--- config.mk ---
export PLATFORM = sky130hd
export DESIGN_NAME = axi_rd_master_flat
export DESIGN_NICKNAME = d
export VERILOG_FILES = /design/src/rtl/axi_rd_pkg.sv /design/src/rtl/axi_rd_master_if.sv /design/src/rtl/axi_rd_watchdog.sv /design/src/rtl/axi_rd_master.sv /design/src/flat_wrapper.sv
export SDC_FILE = /design/constraint.sdc
export NUM_CORES = 1
export LEC_CHECK = 0
export CORE_ASPECT_RATIO = 0.6
export CORE_MARGIN = 8
export CORE_UTILIZATION = 25
export CTS_CLUSTER_DIAMETER = 30
export DETAILED_ROUTE_END_ITERATION = 12
export SYNTH_ARGS = -nofsm -noshare
export SYNTH_HDL_FRONTEND = slang
export SYNTH_SLANG_ARGS = --single-unit
--- constraint.sdc ---
create_clock -name clk_i -period 2.52 [get_ports clk_i]
set_input_delay 0.252 -clock clk_i [delete_from_list [all_inputs] [get_ports clk_i]]
set_output_delay 0.252 -clock clk_i [all_outputs]
set_load 0.01 [all_outputs]
--- src/rtl/axi_rd_pkg.sv ---
// rtl/axi_rd_pkg.sv - shared state encoding and constants for the AXI line-refill read master
package axi_rd_pkg;

   typedef enum logic [1:0] {
      ST_IDLE = 2'd0,
      ST_ADDR = 2'd1,
      ST_DATA = 2'd2,
      ST_RESP = 2'd3
   } rd_state_e;

   localparam logic [1:0] AXI_RESP_OKAY = 2'b00;
   localparam logic [7:0] TIMEOUT_LIMIT = 8'd255;

   // Number of byte-offset bits inside one line of 32-bit words.
   function automatic int unsigned line_offset_bits(input int unsigned line_words);
      return $clog2(line_words * 4);
   endfunction

endpackage

--- src/rtl/axi_rd_master_if.sv ---
// rtl/axi_rd_master_if.sv - refill request/response and AXI read channel bundle
interface axi_rd_master_if #(
   parameter int LINE_WORDS = 4,
   parameter int ADDR_W     = 32
) ();

   logic                      req_valid_i;
   logic [ADDR_W-1:0]         req_addr_i;
   logic                      req_ready_o;
   logic                      resp_valid_o;
   logic [32*LINE_WORDS-1:0]  resp_line_o;
   logic                      resp_err_o;
   logic                      resp_ready_i;
   logic [ADDR_W-1:0]         axi_araddr_o;
   logic [7:0]                axi_arlen_o;
   logic                      axi_arvalid_o;
   logic                      axi_arready_i;
   logic [31:0]               axi_rdata_i;
   logic [1:0]                axi_rresp_i;
   logic                      axi_rlast_i;
   logic                      axi_rvalid_i;
   logic                      axi_rready_o;

   modport master (
      input  req_valid_i, req_addr_i, resp_ready_i,
      input  axi_arready_i, axi_rdata_i, axi_rresp_i, axi_rlast_i, axi_rvalid_i,
      output req_ready_o, resp_valid_o, resp_line_o, resp_err_o,
      output axi_araddr_o, axi_arlen_o, axi_arvalid_o, axi_rready_o
   );

   modport slave (
      output req_valid_i, req_addr_i, resp_ready_i,
      output axi_arready_i, axi_rdata_i, axi_rresp_i, axi_rlast_i, axi_rvalid_i,
      input  req_ready_o, resp_valid_o, resp_line_o, resp_err_o,
      input  axi_araddr_o, axi_arlen_o, axi_arvalid_o, axi_rready_o
   );

endinterface

--- src/rtl/axi_rd_watchdog.sv ---
// rtl/axi_rd_watchdog.sv - idle-cycle watchdog for the read master's address and data phases
module axi_rd_watchdog
   import axi_rd_pkg::*;
(
   input  logic clk_i,
   input  logic rstn_i,
   input  logic enable_i,
   input  logic kick_i,
   output logic expire_o
);

   logic [7:0] idle_q, idle_d;

   // Count idle cycles; any progress or leaving the wait phases restarts the count.
   always_comb begin
      idle_d = idle_q;
      if (!enable_i || kick_i) begin
         idle_d = '0;
      end else if (idle_q != TIMEOUT_LIMIT) begin
         idle_d = idle_q + 8'd1;
      end
   end

   // Idle counter register.
   always_ff @(posedge clk_i or negedge rstn_i) begin
      if (!rstn_i) begin
         idle_q <= '0;
      end else begin
         idle_q <= idle_d;
      end
   end

   assign expire_o = enable_i && (idle_q == TIMEOUT_LIMIT);

endmodule

--- src/rtl/axi_rd_master.sv ---
// rtl/axi_rd_master.sv - AXI4 read-burst line refill master; AXI_RD_MASTER_TIMEOUT_EN adds an idle watchdog
module axi_rd_master
   import axi_rd_pkg::*;
#(
   parameter int LINE_WORDS = 4,
   parameter int ADDR_W     = 32
) (
   input  logic            clk_i,
   input  logic            rstn_i,
   axi_rd_master_if.master bus
);

   localparam int                CNT_W     = $clog2(LINE_WORDS);
   localparam logic [CNT_W-1:0]  LAST_IDX  = CNT_W'(LINE_WORDS - 1);
   localparam logic [ADDR_W-1:0] LINE_MASK = {ADDR_W{1'b1}} << line_offset_bits(LINE_WORDS);

   rd_state_e                   state_q, state_d;
   logic [ADDR_W-1:0]           addr_q, addr_d;
   logic [CNT_W-1:0]            cnt_q, cnt_d;
   logic                        err_q, err_d;
   logic [LINE_WORDS-1:0][31:0] line_q, line_d;

   logic ar_hs;
   logic r_beat;
   logic r_final;
   logic timeout;

   assign ar_hs   = (state_q == ST_ADDR) && bus.axi_arready_i;
   assign r_beat  = (state_q == ST_DATA) && bus.axi_rvalid_i;
   assign r_final = bus.axi_rlast_i || (cnt_q == LAST_IDX);

`ifdef AXI_RD_MASTER_TIMEOUT_EN
   logic wd_expire;

   axi_rd_watchdog u_watchdog (
      .clk_i    (clk_i),
      .rstn_i   (rstn_i),
      .enable_i ((state_q == ST_ADDR) || (state_q == ST_DATA)),
      .kick_i   (ar_hs || r_beat),
      .expire_o (wd_expire)
   );

   // Progress in the expiring cycle wins over the timeout.
   assign timeout = wd_expire && !ar_hs && !r_beat;
`else
   assign timeout = 1'b0;
`endif

   // State register; reset aborts any burst in flight.
   always_ff @(posedge clk_i or negedge rstn_i) begin
      if (!rstn_i) begin
         state_q <= ST_IDLE;
      end else begin
         state_q <= state_d;
      end
   end

   // Next-state: one request at a time, address phase, beat collection, line hand-off.
   always_comb begin
      state_d = state_q;
      unique case (state_q)
         ST_IDLE: if (bus.req_valid_i) state_d = ST_ADDR;
         ST_ADDR: begin
            if (ar_hs)        state_d = ST_DATA;
            else if (timeout) state_d = ST_RESP;
         end
         ST_DATA: begin
            if (r_beat) begin
               if (r_final) state_d = ST_RESP;
            end else if (timeout) begin
               state_d = ST_RESP;
            end
         end
         ST_RESP: if (bus.resp_ready_i) state_d = ST_IDLE;
         default: state_d = ST_IDLE;
      endcase
   end

   // Datapath next values: line-aligned address, beat index, sticky error, line buffer.
   always_comb begin
      addr_d = addr_q;
      cnt_d  = cnt_q;
      err_d  = err_q;
      line_d = line_q;
      if ((state_q == ST_IDLE) && bus.req_valid_i) begin
         addr_d = bus.req_addr_i & LINE_MASK;
         cnt_d  = '0;
         err_d  = 1'b0;
      end
      if (r_beat) begin
         line_d[cnt_q] = bus.axi_rdata_i;
         cnt_d         = cnt_q + CNT_W'(1);
         // bad response, rlast early (short burst) or missing on the last word (long burst)
         if (bus.axi_rresp_i != AXI_RESP_OKAY)            err_d = 1'b1;
         if (bus.axi_rlast_i != (cnt_q == LAST_IDX))      err_d = 1'b1;
      end
      if (timeout) begin
         err_d = 1'b1;
      end
   end

   // Datapath registers; buffer is cleared on reset so the line output starts at zero.
   always_ff @(posedge clk_i or negedge rstn_i) begin
      if (!rstn_i) begin
         addr_q <= '0;
         cnt_q  <= '0;
         err_q  <= 1'b0;
         line_q <= '0;
      end else begin
         addr_q <= addr_d;
         cnt_q  <= cnt_d;
         err_q  <= err_d;
         line_q <= line_d;
      end
   end

   // Outputs decoded from state or taken straight from registers.
   always_comb begin
      bus.req_ready_o   = (state_q == ST_IDLE);
      bus.axi_arvalid_o = (state_q == ST_ADDR);
      bus.axi_rready_o  = (state_q == ST_DATA);
      bus.resp_valid_o  = (state_q == ST_RESP);
      bus.axi_araddr_o  = addr_q;
      bus.axi_arlen_o   = 8'(LINE_WORDS - 1);
      bus.resp_line_o   = line_q;
      bus.resp_err_o    = err_q;
   end

endmodule

--- src/flat_wrapper.sv ---
// flat-port wrapper written by rule: the top's interface ports become plain ports
module axi_rd_master_flat import axi_rd_pkg::*;
#(
   parameter int LINE_WORDS = 4,
   parameter int ADDR_W     = 32
)
  (clk_i, rstn_i, bus_req_valid_i, bus_req_addr_i, bus_resp_ready_i, bus_axi_arready_i, bus_axi_rdata_i, bus_axi_rresp_i, bus_axi_rlast_i, bus_axi_rvalid_i, bus_req_ready_o, bus_resp_valid_o, bus_resp_line_o, bus_resp_err_o, bus_axi_araddr_o, bus_axi_arlen_o, bus_axi_arvalid_o, bus_axi_rready_o);
  axi_rd_master_if #(.LINE_WORDS(LINE_WORDS), .ADDR_W(ADDR_W)) bus_i ();
  input  logic clk_i;
  input  logic rstn_i;
  input wire logic [$bits(bus_i.req_valid_i)-1:0] bus_req_valid_i;
  input wire logic [$bits(bus_i.req_addr_i)-1:0] bus_req_addr_i;
  input wire logic [$bits(bus_i.resp_ready_i)-1:0] bus_resp_ready_i;
  input wire logic [$bits(bus_i.axi_arready_i)-1:0] bus_axi_arready_i;
  input wire logic [$bits(bus_i.axi_rdata_i)-1:0] bus_axi_rdata_i;
  input wire logic [$bits(bus_i.axi_rresp_i)-1:0] bus_axi_rresp_i;
  input wire logic [$bits(bus_i.axi_rlast_i)-1:0] bus_axi_rlast_i;
  input wire logic [$bits(bus_i.axi_rvalid_i)-1:0] bus_axi_rvalid_i;
  output wire logic [$bits(bus_i.req_ready_o)-1:0] bus_req_ready_o;
  output wire logic [$bits(bus_i.resp_valid_o)-1:0] bus_resp_valid_o;
  output wire logic [$bits(bus_i.resp_line_o)-1:0] bus_resp_line_o;
  output wire logic [$bits(bus_i.resp_err_o)-1:0] bus_resp_err_o;
  output wire logic [$bits(bus_i.axi_araddr_o)-1:0] bus_axi_araddr_o;
  output wire logic [$bits(bus_i.axi_arlen_o)-1:0] bus_axi_arlen_o;
  output wire logic [$bits(bus_i.axi_arvalid_o)-1:0] bus_axi_arvalid_o;
  output wire logic [$bits(bus_i.axi_rready_o)-1:0] bus_axi_rready_o;
  assign bus_i.req_valid_i = bus_req_valid_i;
  assign bus_i.req_addr_i = bus_req_addr_i;
  assign bus_i.resp_ready_i = bus_resp_ready_i;
  assign bus_i.axi_arready_i = bus_axi_arready_i;
  assign bus_i.axi_rdata_i = bus_axi_rdata_i;
  assign bus_i.axi_rresp_i = bus_axi_rresp_i;
  assign bus_i.axi_rlast_i = bus_axi_rlast_i;
  assign bus_i.axi_rvalid_i = bus_axi_rvalid_i;
  assign bus_req_ready_o = bus_i.req_ready_o;
  assign bus_resp_valid_o = bus_i.resp_valid_o;
  assign bus_resp_line_o = bus_i.resp_line_o;
  assign bus_resp_err_o = bus_i.resp_err_o;
  assign bus_axi_araddr_o = bus_i.axi_araddr_o;
  assign bus_axi_arlen_o = bus_i.axi_arlen_o;
  assign bus_axi_arvalid_o = bus_i.axi_arvalid_o;
  assign bus_axi_rready_o = bus_i.axi_rready_o;
  axi_rd_master #(.LINE_WORDS(LINE_WORDS), .ADDR_W(ADDR_W)) u_core (.clk_i(clk_i), .rstn_i(rstn_i), .bus(bus_i));
endmodule
## Yosys cells after proc, flatten, opt, wreduce, memory -nomap -nowiden

Cells that the tools add are included.

- Add/sub/neg operators: 1
- Magnitude comparators: 2
- Eq/ne operators: 10
- Mux-type cells: 15
- Reductions and logical operators: 9

Operators by type and width:

| cell | count |
|---|---|
| $bwmux 128 | 1 |
| $demux 32 s2 | 1 |
| $mux 32 | 1 |
| $mux 2 | 7 |
| $pmux 2 s4 | 1 |
| $eq 2x2->1 const B | 3 |
| $ne 2x1->1 const B | 3 |
| $reduce_and 5->1 | 1 |
| $logic_and 1x1->1 | 4 |
| $mux 1 | 4 |
| $ne 2x2->1 const B | 2 |
| $reduce_bool 2->1 | 2 |
| $lt 2x3->1 const B | 1 |
| $add 2x1->2 const B | 1 |
| $eq 2x1->1 const B | 1 |
| $ge 2x1->1 const B | 1 |
| $logic_not 2->1 | 1 |
| $logic_or 1x1->1 | 1 |
| $ne 1x1->1 | 1 |

- Flip-flop bits (word level): 161
- Output and inout bits: 173
- Logic and storage cells: 45

## Logic depth before layout (Yosys ltp)

Gate-level depths: netlist of run 1.

- Depth after elaboration: 6
- Mapped depth: 6
- Mapped depth without buffers: 6

## Worst setup path after synthesis of run 1

Ideal clock, no wire load.

- Kind: reg2reg
- Start point: register u_core.cnt_q[0]
- End point: register u_core.state_q[1]
- Library setup time: 127 ps
- Data arrival time: 1642 ps
- Slack: 751 ps
- Stages on the path, launching flop included: 7
- Buffers on the path: 0
- Clock period less this slack: 1769 ps
- Cells stage by stage: dfrtp_1 ha_1 inv_1 ha_1 nand2b_1 a2111o_1 mux2_1

- Word-level cells in the longest chain between the ends: 4

RTL lines:

| item | line | RTL |
|---|---|---|
| from (decl) | axi_rd_master.sv:19 | `logic [CNT_W-1:0] cnt_q, cnt_d;` |
| from (signal assigned) | axi_rd_master.sv:111 | `cnt_q <= cnt_d;` |
| $eq 2x2->1 | axi_rd_master.sv:30 | `assign r_final = bus.axi_rlast_i \|\| (cnt_q == LAST_IDX);` |
| $logic_or 1x1->1 | axi_rd_master.sv:30 |  |
| $ne 2x1->1 (no source line) | n/a |  |
| $reduce_and 5->1 (no source line) | n/a |  |
| to (signal assigned) | axi_rd_master.sv:54 | `state_q <= state_d;` |
| to (decl) | axi_rd_master.sv:17 | `rd_state_e state_q, state_d;` |

No other way between the ends.
A chain may end at the register's enable or synchronous reset.

## Final worst setup path of run 1

- Start point: register u_core.state_q[0]
- End point: output bus_axi_rready_o

- Word-level cells in the longest chain between the ends: 1

RTL lines:

| item | line | RTL |
|---|---|---|
| $eq 2x2->1 | axi_rd_master.sv:121 | `bus.axi_rready_o = (state_q == ST_DATA);` |
| to (decl) | flat_wrapper.sv:26 | `output wire logic [$bits(bus_i.axi_rready_o)-1:0] bus_axi_rready_o;` |

No other way between the ends.

==> results.cfg, run 1 <==
[setup_path]
worstPathArrival_ps = 1830
cpPeakStageDelay_ps = 610
path_cells = inv_1, ha_1, clkdlybuf4s50_1
critical_path_buf_inv_count = 2
cp_top_family = buffers and inverters
cp.required_ps = 2270
critPathLaunch = u_core.state_q[0]$_DFFE_PN0P_
critPathLaunchType = flip-flop
critPathCaptureType = output pin
critPathMaxFanout = 5
critPathKind = flip-flop to output pin
rr_startpoint = u_core.state_q[0]$_DFFE_PN0P_
crit_slowest_cell = clkdlybuf4s50_1

[route]
wl_per_cell_um = 18.8
vias = 4005
drt-initial-drc-count = 138
via_per_inst = 4.17
wl_um = 18100
route.detailed.drc = 0
ant_nets = 0
firstDrtPassIters = 4

[sta]
finClkSkew_ps = 6.64
tightest_slew_ps = 657
max-slew-margin-rel_pct = 56.2
hold_ws_ps = 322
max_freq_mhz = 480
fin_tns_setup_ps = 0
min_period_ps = 2080
grt_setup_unrepaired = false
setup_violations = 0
fin_crit_sh_pct = 82.7
hold_violations = 0
drv_slew = 0

[global_route]
grt-ovfl-total = 0
grt_pass1_wl_um = 28600
grt_start_max_net_pins = 60
grtUsageTotal_pct = 11.9
first_global_vias = 4737
antenna_found_initial = 0

[cts]
cts_buffer_depth = 2
clock_latency_ps = 430
htreeDepth = 4
cts_setup_buffers = 0
cts_tree = yes
numClockSinks = 161
cts_buffers = 17
cts_root_buf = clkbuf_16
path_clk_slew_ps = 60

[run_status]
outcome = finished clean

[worst_hold_path]
hold_class = primary input to asynchronous set/reset pin

[power]
p_per_area_mw_per_mm2 = 1320
ir_drop_uv = 579
p_leak_nw = 4.28
power_mw = 12.7

[synthesis]
synth_top_area_share_pct = 63.2
yosys-top-cells-area = dfrtp_1 (63%), mux2_2 (25%), mux2_4 (2.6%), ha_1 (1.8%), buf_6 (1.6%)
yosys_warnings = 0
synth-seq-area-share_pct = 63.2
syn-instance-count = 384
synth.avg_cell_area_um2 = 16.6
yosys.area.top_type = dfrtp_1
ys_seq_elements = 161
synth.distinct_cells = 22
syn_area_mm2 = 0.00637

[die]
die-width_um = 222
dieArea_mm2 = 0.0310
io_pins = 246
die_y_um = 140
core_mm2 = 0.0252
initial_utilization_pct = 25.3
rows = 45

[job]
maxCapViolations = 0

[cells_and_area]
syn_to_final_growth_pct = 50.8
nets = 701
layout-drive-gt1-share_pct = 31.0
num_antenna_cells = 0
fill_cells = 2364

[placed_design]
place_congestion = 0.741
hpwlAfterDp_um = 12900
io_buffers = 229
[per-layer routing]
layer,GRT usage [%],routed length (um),up-vias
met5,0,0,-
met2,18.7,8430,131
li1,-,-,1791
met4,3.55,245,0
met1,14.0,7950,2065
met3,6.42,1450,18
[Yosys cell counts]
master,instances
buf_2,3
nor2b_1,3
nor4_1,1
nand2_4,4
and2_4,1
nand3_1,2
clkbuf_8,3
inv_1,6
a2111o_1,1
buf_4,12
nand2_1,5
conb_1,2
a21oi_1,1
mux2_2,144
mux2_1,2
o21ai_0,2
buf_6,9
nand2b_1,1
mux2_4,11
dfrtp_1,161
nor3_1,1
ha_1,9
[cell usage in the layout, fill, tap and decap left out, types with 4 or more instances in the layout]
master / n
mux2_2: 144
nand2_4: 4
mux2_4: 11
clkbuf_16: 17
dfrtp_1: 161
inv_1: 6
bufinv_16: 6
ha_1: 9
conb_1: 12
nand2_1: 5
clkdlybuf4s50_1: 228
[final timing paths]
path | end | slack [ps] | cells after the start
worst max-delay path | bus_axi_rready_o | 440 | 3
worst min-delay path | u_core.bus.resp_line_o[80]$_DFFE_PN0P_ | 320 | 2
worst max register to register | u_core.bus.resp_line_o[20]$_DFFE_PN0P_ | 510 | 5
worst min register to register | u_core.bus.resp_line_o[20]$_DFFE_PN0P_ | 500 | 1
max in group asynchronous | u_core.bus.resp_line_o[55]$_DFFE_PN0P_ | 1480 | 3
min in group clk_i | u_core.bus.axi_araddr_o[14]$_DFFE_PN0P_ | 430 | 2
[logic make-up after synthesis]
logic type	share of synthesized area (%)
buffers and inverters	4.24
AOI/OAI and AO/OA	0.412
adders and majority gates	1.77
other	0.118
and+or+nand+nor	1.87
muxes	28.4
DFF	63.2
[final cells by class]
class | count | area [um^2] | area share [%]
Clock buffer | 19 | 453 | 4.71
Clock inverter | 13 | 231 | 2.41
Inverter | 6 | 22.5 | 0.234
Multi-Input combinational cell | 200 | 2110 | 22.0
Sequential cell | 161 | 4030 | 41.9
Tap cell | 329 | 412 | 4.28
Timing Repair Buffer | 233 | 2350 | 24.5
[power breakdown]
group	total (mW)	internal (mW)	switching [mW]
clock	2.97	1.91	1.06
combinational	5.23	3.25	1.99
sequential	4.47	3.79	0.676
total	12.7	8.95	3.72
[metrics by stage]
step | instances | cell area (um^2) | utilization (%) | setup slack (ps)
floorplan | 394 | 6410 | - | 751
global placement | 928 | 8920 | 35.4 | 543
detailed placement | 928 | 8920 | 35.4 | 501
CTS | 961 | 9610 | 38.2 | 392
global route | 961 | 9610 | 38.2 | 327
finish | 961 | 9610 | 38.2 | 436
[timing repair]
action / in CTS / in global routing
resized for setup: 0 / 0
hold buffers: 1 / 0
endpoints found under the hold margin: 47 / 0
[sequential cells by signal (all words and copies together), names as in the netlist]
signal                   cells
u_core.bus.axi_araddr_o     28
u_core.bus.resp_err_o        1
u_core.bus.resp_line_o     128
u_core.cnt_q                 2
u_core.state_q               2
No activity file was read; power rests on OpenSTA's default activity.
==> run 2: changes to the inputs <==
==> constraint.sdc (replaced) <==
create_clock -name clk_i -period 1.93 [get_ports clk_i]
set_input_delay 0.193 -clock clk_i [delete_from_list [all_inputs] [get_ports clk_i]]
set_output_delay 0.193 -clock clk_i [all_outputs]
set_load 0.01 [all_outputs]
==> run 2 against run 1 <==
Net effect: clock power grew 25%; cell count grew 1.8%; die area is the same; sequential share of layout area shrank 0.67 points; critical path depth grew 3; combinational power grew 33%.
==> results.cfg, run 2 (same netlist as run 1, synthesis figures left out) <==
[run_status]
outcome = finished clean

[route]
wl_um = 18200
route.detailed.drc = 0
vias = 4073
firstDrtPassIters = 4
via_per_inst = 4.16
drt-initial-drc-count = 82
ant_nets = 0
wl_per_cell_um = 18.6

[placed_design]
hpwlAfterDp_um = 13700
io_buffers = 229
placed_area_mm2 = 0.00910
place_congestion = 0.746

[setup_path]
critPathKind = flip-flop to flip-flop
cp.required_ps = 2230
critPathMaxFanout = 3
critPathLaunchType = flip-flop
critPathCaptureType = flip-flop
worstPathArrival_ps = 2090

[cts]
cts_tree = yes
numClockSinks = 161
path_clk_slew_ps = 60
cts_buffer_depth = 2
cts_root_buf = clkbuf_16
htreeDepth = 4
clock_latency_ps = 430
cts_buffers = 17

[sta]
fin_tns_setup_ps = 0
max-slew-margin-rel_pct = 64.7
grt_setup_unrepaired = false
setup_violations = 0
fin_crit_sh_pct = 92.7
finClkSkew_ps = 7.18
hold_violations = 0
max_freq_mhz = 559
drv_slew = 0
hold_ws_ps = 305
tightest_slew_ps = 529
min_period_ps = 1790

[die]
initial_utilization_pct = 25.3
rows = 45
core_mm2 = 0.0252
dieArea_mm2 = 0.0310
die_y_um = 140
io_pins = 246
die-width_um = 222

[cells_and_area]
syn_to_final_growth_pct = 53.2
num_antenna_cells = 0
finalInstanceArea_mm2 = 0.00977
nets = 718
largest_register_ffs = 128
mostFrequentLayoutCells = clkdlybuf4s50_1 (225), dfrtp_1 (161), mux2_2 (144), clkbuf_16 (17), buf_4 (13)
layout-drive-gt1-share_pct = 32.7
final_common_cell = clkdlybuf4s50_1
seq_area_mm2 = 0.00403
multi_input_area_mm2 = 0.00211
fill_cells = 2326

[global_route]
first_global_vias = 4774
grt-ovfl-total = 0
grt_start_max_net_pins = 55
grtUsageTotal_pct = 11.9
antenna_found_initial = 0
grt_pass1_wl_um = 29000

[job]
maxCapViolations = 0

[power]
p_per_area_mw_per_mm2 = 1690
p_leak_nw = 4.39
ir_drop_uv = 779

[worst_hold_path]
hold_class = primary input to asynchronous set/reset pin
==> run 2: changes by cell type in the layout (fill, tap and decap cells not counted), sizes merged <==
cell / change
dlygate4sd2: +2
buf: +17
inv: +1
clkinvlp: +1
dlymetal6s2s: +1
clkdlybuf4s50: -3
bufinv: -1
clkinv: -1
==> run 2: cell type report <==
type | instances | area share, %
clock inverters | 13 | 2.11
clock buffers | 19 | 4.54
flip-flops and latches | 161 | 41.3
well taps | 329 | 4.22
inverters | 6 | 0.231
repair buffers | 250 | 26.0
multi-input cells | 200 | 21.6
==> run 2: stage by stage <==
step	worst slack, ps	std cells	utilization (%)	total power, mW
floorplan	161	394	-	8.68
global placement	-33.9	944	36.2	12.8
detailed placement	-22.5	944	36.2	13.0
CTS	23.9	977	38.8	16.8
global route	24.7	978	38.8	17.5
finish	142	978	38.8	16.5
==> run 2: power by group <==
group	switching [mW]	internal (mW)	total (mW)
clock	1.38	2.33	3.72
sequential	0.879	4.95	5.83
combinational	2.63	4.34	6.96
==> run 2: critical path, cell delays in order, from the launching register on <==
cell and delay, ps:
dfrtp_1 380, ha_1 180, inv_1 50, ha_1 180, nand2b_1 160, a2111o_1 390, mux2_1 330
==> run 2: per-layer routing <==
layer | vias to the layer above | routed length [um] | GRT usage [%]
met5 | - | 0 | 0
met4 | 0 | 193 | 3.02
met3 | 14 | 1360 | 5.41
met2 | 127 | 8550 | 19.0
met1 | 2119 | 8130 | 14.4
li1 | 1813 | - | -
==> run 2: final timing paths <==
kind                                                                end                            start  slack, ps  cells after the start
worst max-delay path                      u_core.state_q[1]$_DFFE_PN0P_      u_core.cnt_q[1]$_DFFE_PN0P_        140                      6
worst min-delay path             u_core.bus.resp_line_o[17]$_DFFE_PN0P_                           rstn_i        310                      2
worst max register to register            u_core.state_q[1]$_DFFE_PN0P_      u_core.cnt_q[1]$_DFFE_PN0P_        140                      6
worst min register to register          u_core.bus.resp_err_o$_DFF_PN0_  u_core.bus.resp_err_o$_DFF_PN0_        480                      2
max in group asynchronous        u_core.bus.resp_line_o[60]$_DFFE_PN0P_                           rstn_i        960                      3
min in group clk_i              u_core.bus.axi_araddr_o[18]$_DFFE_PN0P_               bus_req_addr_i[18]        380                      2
==> run 2: repair_timing <==
| item | CTS | global route |
|---|---|---|
| pin swaps | 0 | 1 |
| gates resized for setup | 2 | 1 |
| setup buffers | 0 | 1 |
| setup endpoints to repair | 2 | 2 |
| endpoints found under the hold margin | 45 | 0 |
| hold buffers | 1 | 0 |
==> run 3: changes to the inputs <==
--- a/config.mk
+++ b/config.mk
@@ -7,9 +7,11 @@
 export LEC_CHECK = 0
 export CORE_ASPECT_RATIO = 0.6
 export CORE_MARGIN = 8
-export CORE_UTILIZATION = 25
+export CORE_UTILIZATION = 44
 export CTS_CLUSTER_DIAMETER = 30
 export DETAILED_ROUTE_END_ITERATION = 12
+export HOLD_SLACK_MARGIN = 0.02
+export PLACE_DENSITY = 0.8
 export SYNTH_ARGS = -nofsm -noshare
 export SYNTH_HDL_FRONTEND = slang
 export SYNTH_SLANG_ARGS = --single-unit
==> run 3 against run 2 <==
Net effect: via count shrank 1.8%; final area shrank 2.0%; largest power group unchanged; non-clock buffer count shrank 4; utilization grew 28 points; critical endpoint unchanged; clock skew grew 3.1 ps.
==> results.cfg, run 3 (same netlist as run 1, synthesis figures left out) <==
[placed_design]
hpwlAfterDp_um = 12700
io_buffers = 229
place_congestion = 0.787
dp.cells = 809

[route]
vias = 4001
wl_um = 16900
route.detailed.drc = 0
wl_per_cell_um = 20.1
drt-initial-drc-count = 155
ant_nets = 0
via_per_inst = 4.75
firstDrtPassIters = 4

[setup_path]
critPathMaxFanout = 3
cpPeakStageDelay_ps = 450
crit_slowest_cell = a2111o_1
cp_top_family = compound AO/OA/AOI/OAI gates
critical_path_buf_inv_count = 1
worstPathArrival_ps = 2110
critPathLaunchType = flip-flop
critPathKind = flip-flop to flip-flop
cp.required_ps = 2210
critPathCaptureType = flip-flop
path_cells = ha_4, inv_1, ha_1, nand2b_1, a2111o_1, mux2_1

[sta]
fin_tns_setup_ps = 0
drv_slew = 0
grt_setup_unrepaired = false
finClkSkew_ps = 10.3
hold_violations = 0
setup_violations = 0
min_period_ps = 1830
fin_crit_sh_pct = 94.8
max_freq_mhz = 547

[cts]
path_clk_slew_ps = 60
cts_buffers = 17
htreeDepth = 4
cts_tree = yes
cts_root_buf = clkbuf_16
clock_latency_ps = 410
numClockSinks = 161
cts_buffer_depth = 2

[die]
die_y_um = 109
initial_utilization_pct = 44.5
dieArea_mm2 = 0.0187
core_mm2 = 0.0143
rows = 34
die-width_um = 171
io_pins = 246

[cells_and_area]
final_common_cell = clkdlybuf4s50_1
largest_register_ffs = 128
final_cells = 842
num_antenna_cells = 0
nets = 714
mostFrequentLayoutCells = clkdlybuf4s50_1 (226), dfrtp_1 (161), mux2_2 (144), clkbuf_16 (17), conb_1 (12)
syn_to_final_growth_pct = 50.1
layout-drive-gt1-share_pct = 32.3
fill_cells = 1031

[global_route]
grt_pass1_wl_um = 26400
antenna_found_initial = 0
grtUsageTotal_pct = 18.4
grt_start_max_net_pins = 49
grt-ovfl-total = 0
first_global_vias = 4677

[power]
p_leak_nw = 4.34
ir_drop_uv = 937
p_per_area_mw_per_mm2 = 1680

[worst_hold_path]
hold_class = primary input to asynchronous set/reset pin

[job]
maxCapViolations = 0

[run_status]
outcome = finished clean
[run 3: cell count changes in the layout (fill, tap and decap cells not counted), moves of 2 or more]
| cell | delta |
|---|---|
| buf_4 | -8 |
| buf_12 | +4 |
| bufinv_16 | -3 |
| clkinv_2 | -3 |
| clkinv_4 | +2 |
| clkinvlp_4 | +2 |
| inv_6 | +2 |
[run 3: timing repair]
action / 4_1_cts / 5_1_grt
hold buffers: 1 / 0
gates resized for setup: 2 / 2
setup buffers: 0 / 1
hold endpoints to repair: 44 / 0
endpoints found under the setup margin: 2 / 2
[run 3: worst paths after layout]
| path | to | startpoint | cells past startpoint | slack, ps |
|---|---|---|---|---|
| min reg2reg | u_core.bus.resp_err_o$_DFF_PN0_ | u_core.bus.resp_err_o$_DFF_PN0_ | 2 | 490 |
| max | u_core.state_q[1]$_DFFE_PN0P_ | u_core.cnt_q[1]$_DFFE_PN0P_ | 6 | 100 |
| max reg2reg | u_core.state_q[1]$_DFFE_PN0P_ | u_core.cnt_q[1]$_DFFE_PN0P_ | 6 | 100 |
| min in group clk_i | u_core.bus.axi_araddr_o[11]$_DFFE_PN0P_ | bus_req_addr_i[11] | 2 | 390 |
| max in group asynchronous | u_core.bus.resp_line_o[110]$_DFFE_PN0P_ | rstn_i | 3 | 1040 |
| min | u_core.bus.resp_line_o[26]$_DFFE_PN0P_ | rstn_i | 2 | 300 |
[run 3: cell type report]
| type | instances | area (um^2) | area share (%) |
|---|---|---|---|
| Clock buffer | 18 | 429 | 4.49 |
| Multi-Input combinational cell | 200 | 2120 | 22.2 |
| Tap cell | 198 | 248 | 2.59 |
| Clock inverter | 13 | 151 | 1.58 |
| Inverter | 6 | 22.5 | 0.235 |
| Timing Repair Buffer | 246 | 2560 | 26.8 |
| Sequential cell | 161 | 4030 | 42.1 |
[run 3: power breakdown]
group	internal (mW)	switching, mW
clock network	1.92	1.36
registers	4.95	0.849
logic	4.36	2.65
total	11.2	4.86
[run 3: metrics by stage]
stage / hold slack (ps) / cell area (um^2) / setup slack (ps) / total power [mW] / util [%]
6_report: 297 / 9570 / 101 / 16.1 / 66.7
5_1_grt: 325 / 9570 / 16.8 / 17.0 / 66.7
4_1_cts: 306 / 9550 / 13.1 / 16.3 / 66.6
3_5_place_dp: 168 / 8950 / 6.41 / 12.9 / 62.5
3_3_place_gp: 159 / 8950 / 27.1 / 12.6 / 62.5
2_1_floorplan: -103 / 6410 / 161 / 8.68 / -
[run 3: routing by layer]
| layer | routed length (um) | global-route usage, % |
|---|---|---|
| met2 | 7870 | 29.9 |
| met5 | 0 | 0 |
| met1 | 6950 | 21.6 |
| met4 | 140 | 4.69 |
| met3 | 1980 | 9.33 |
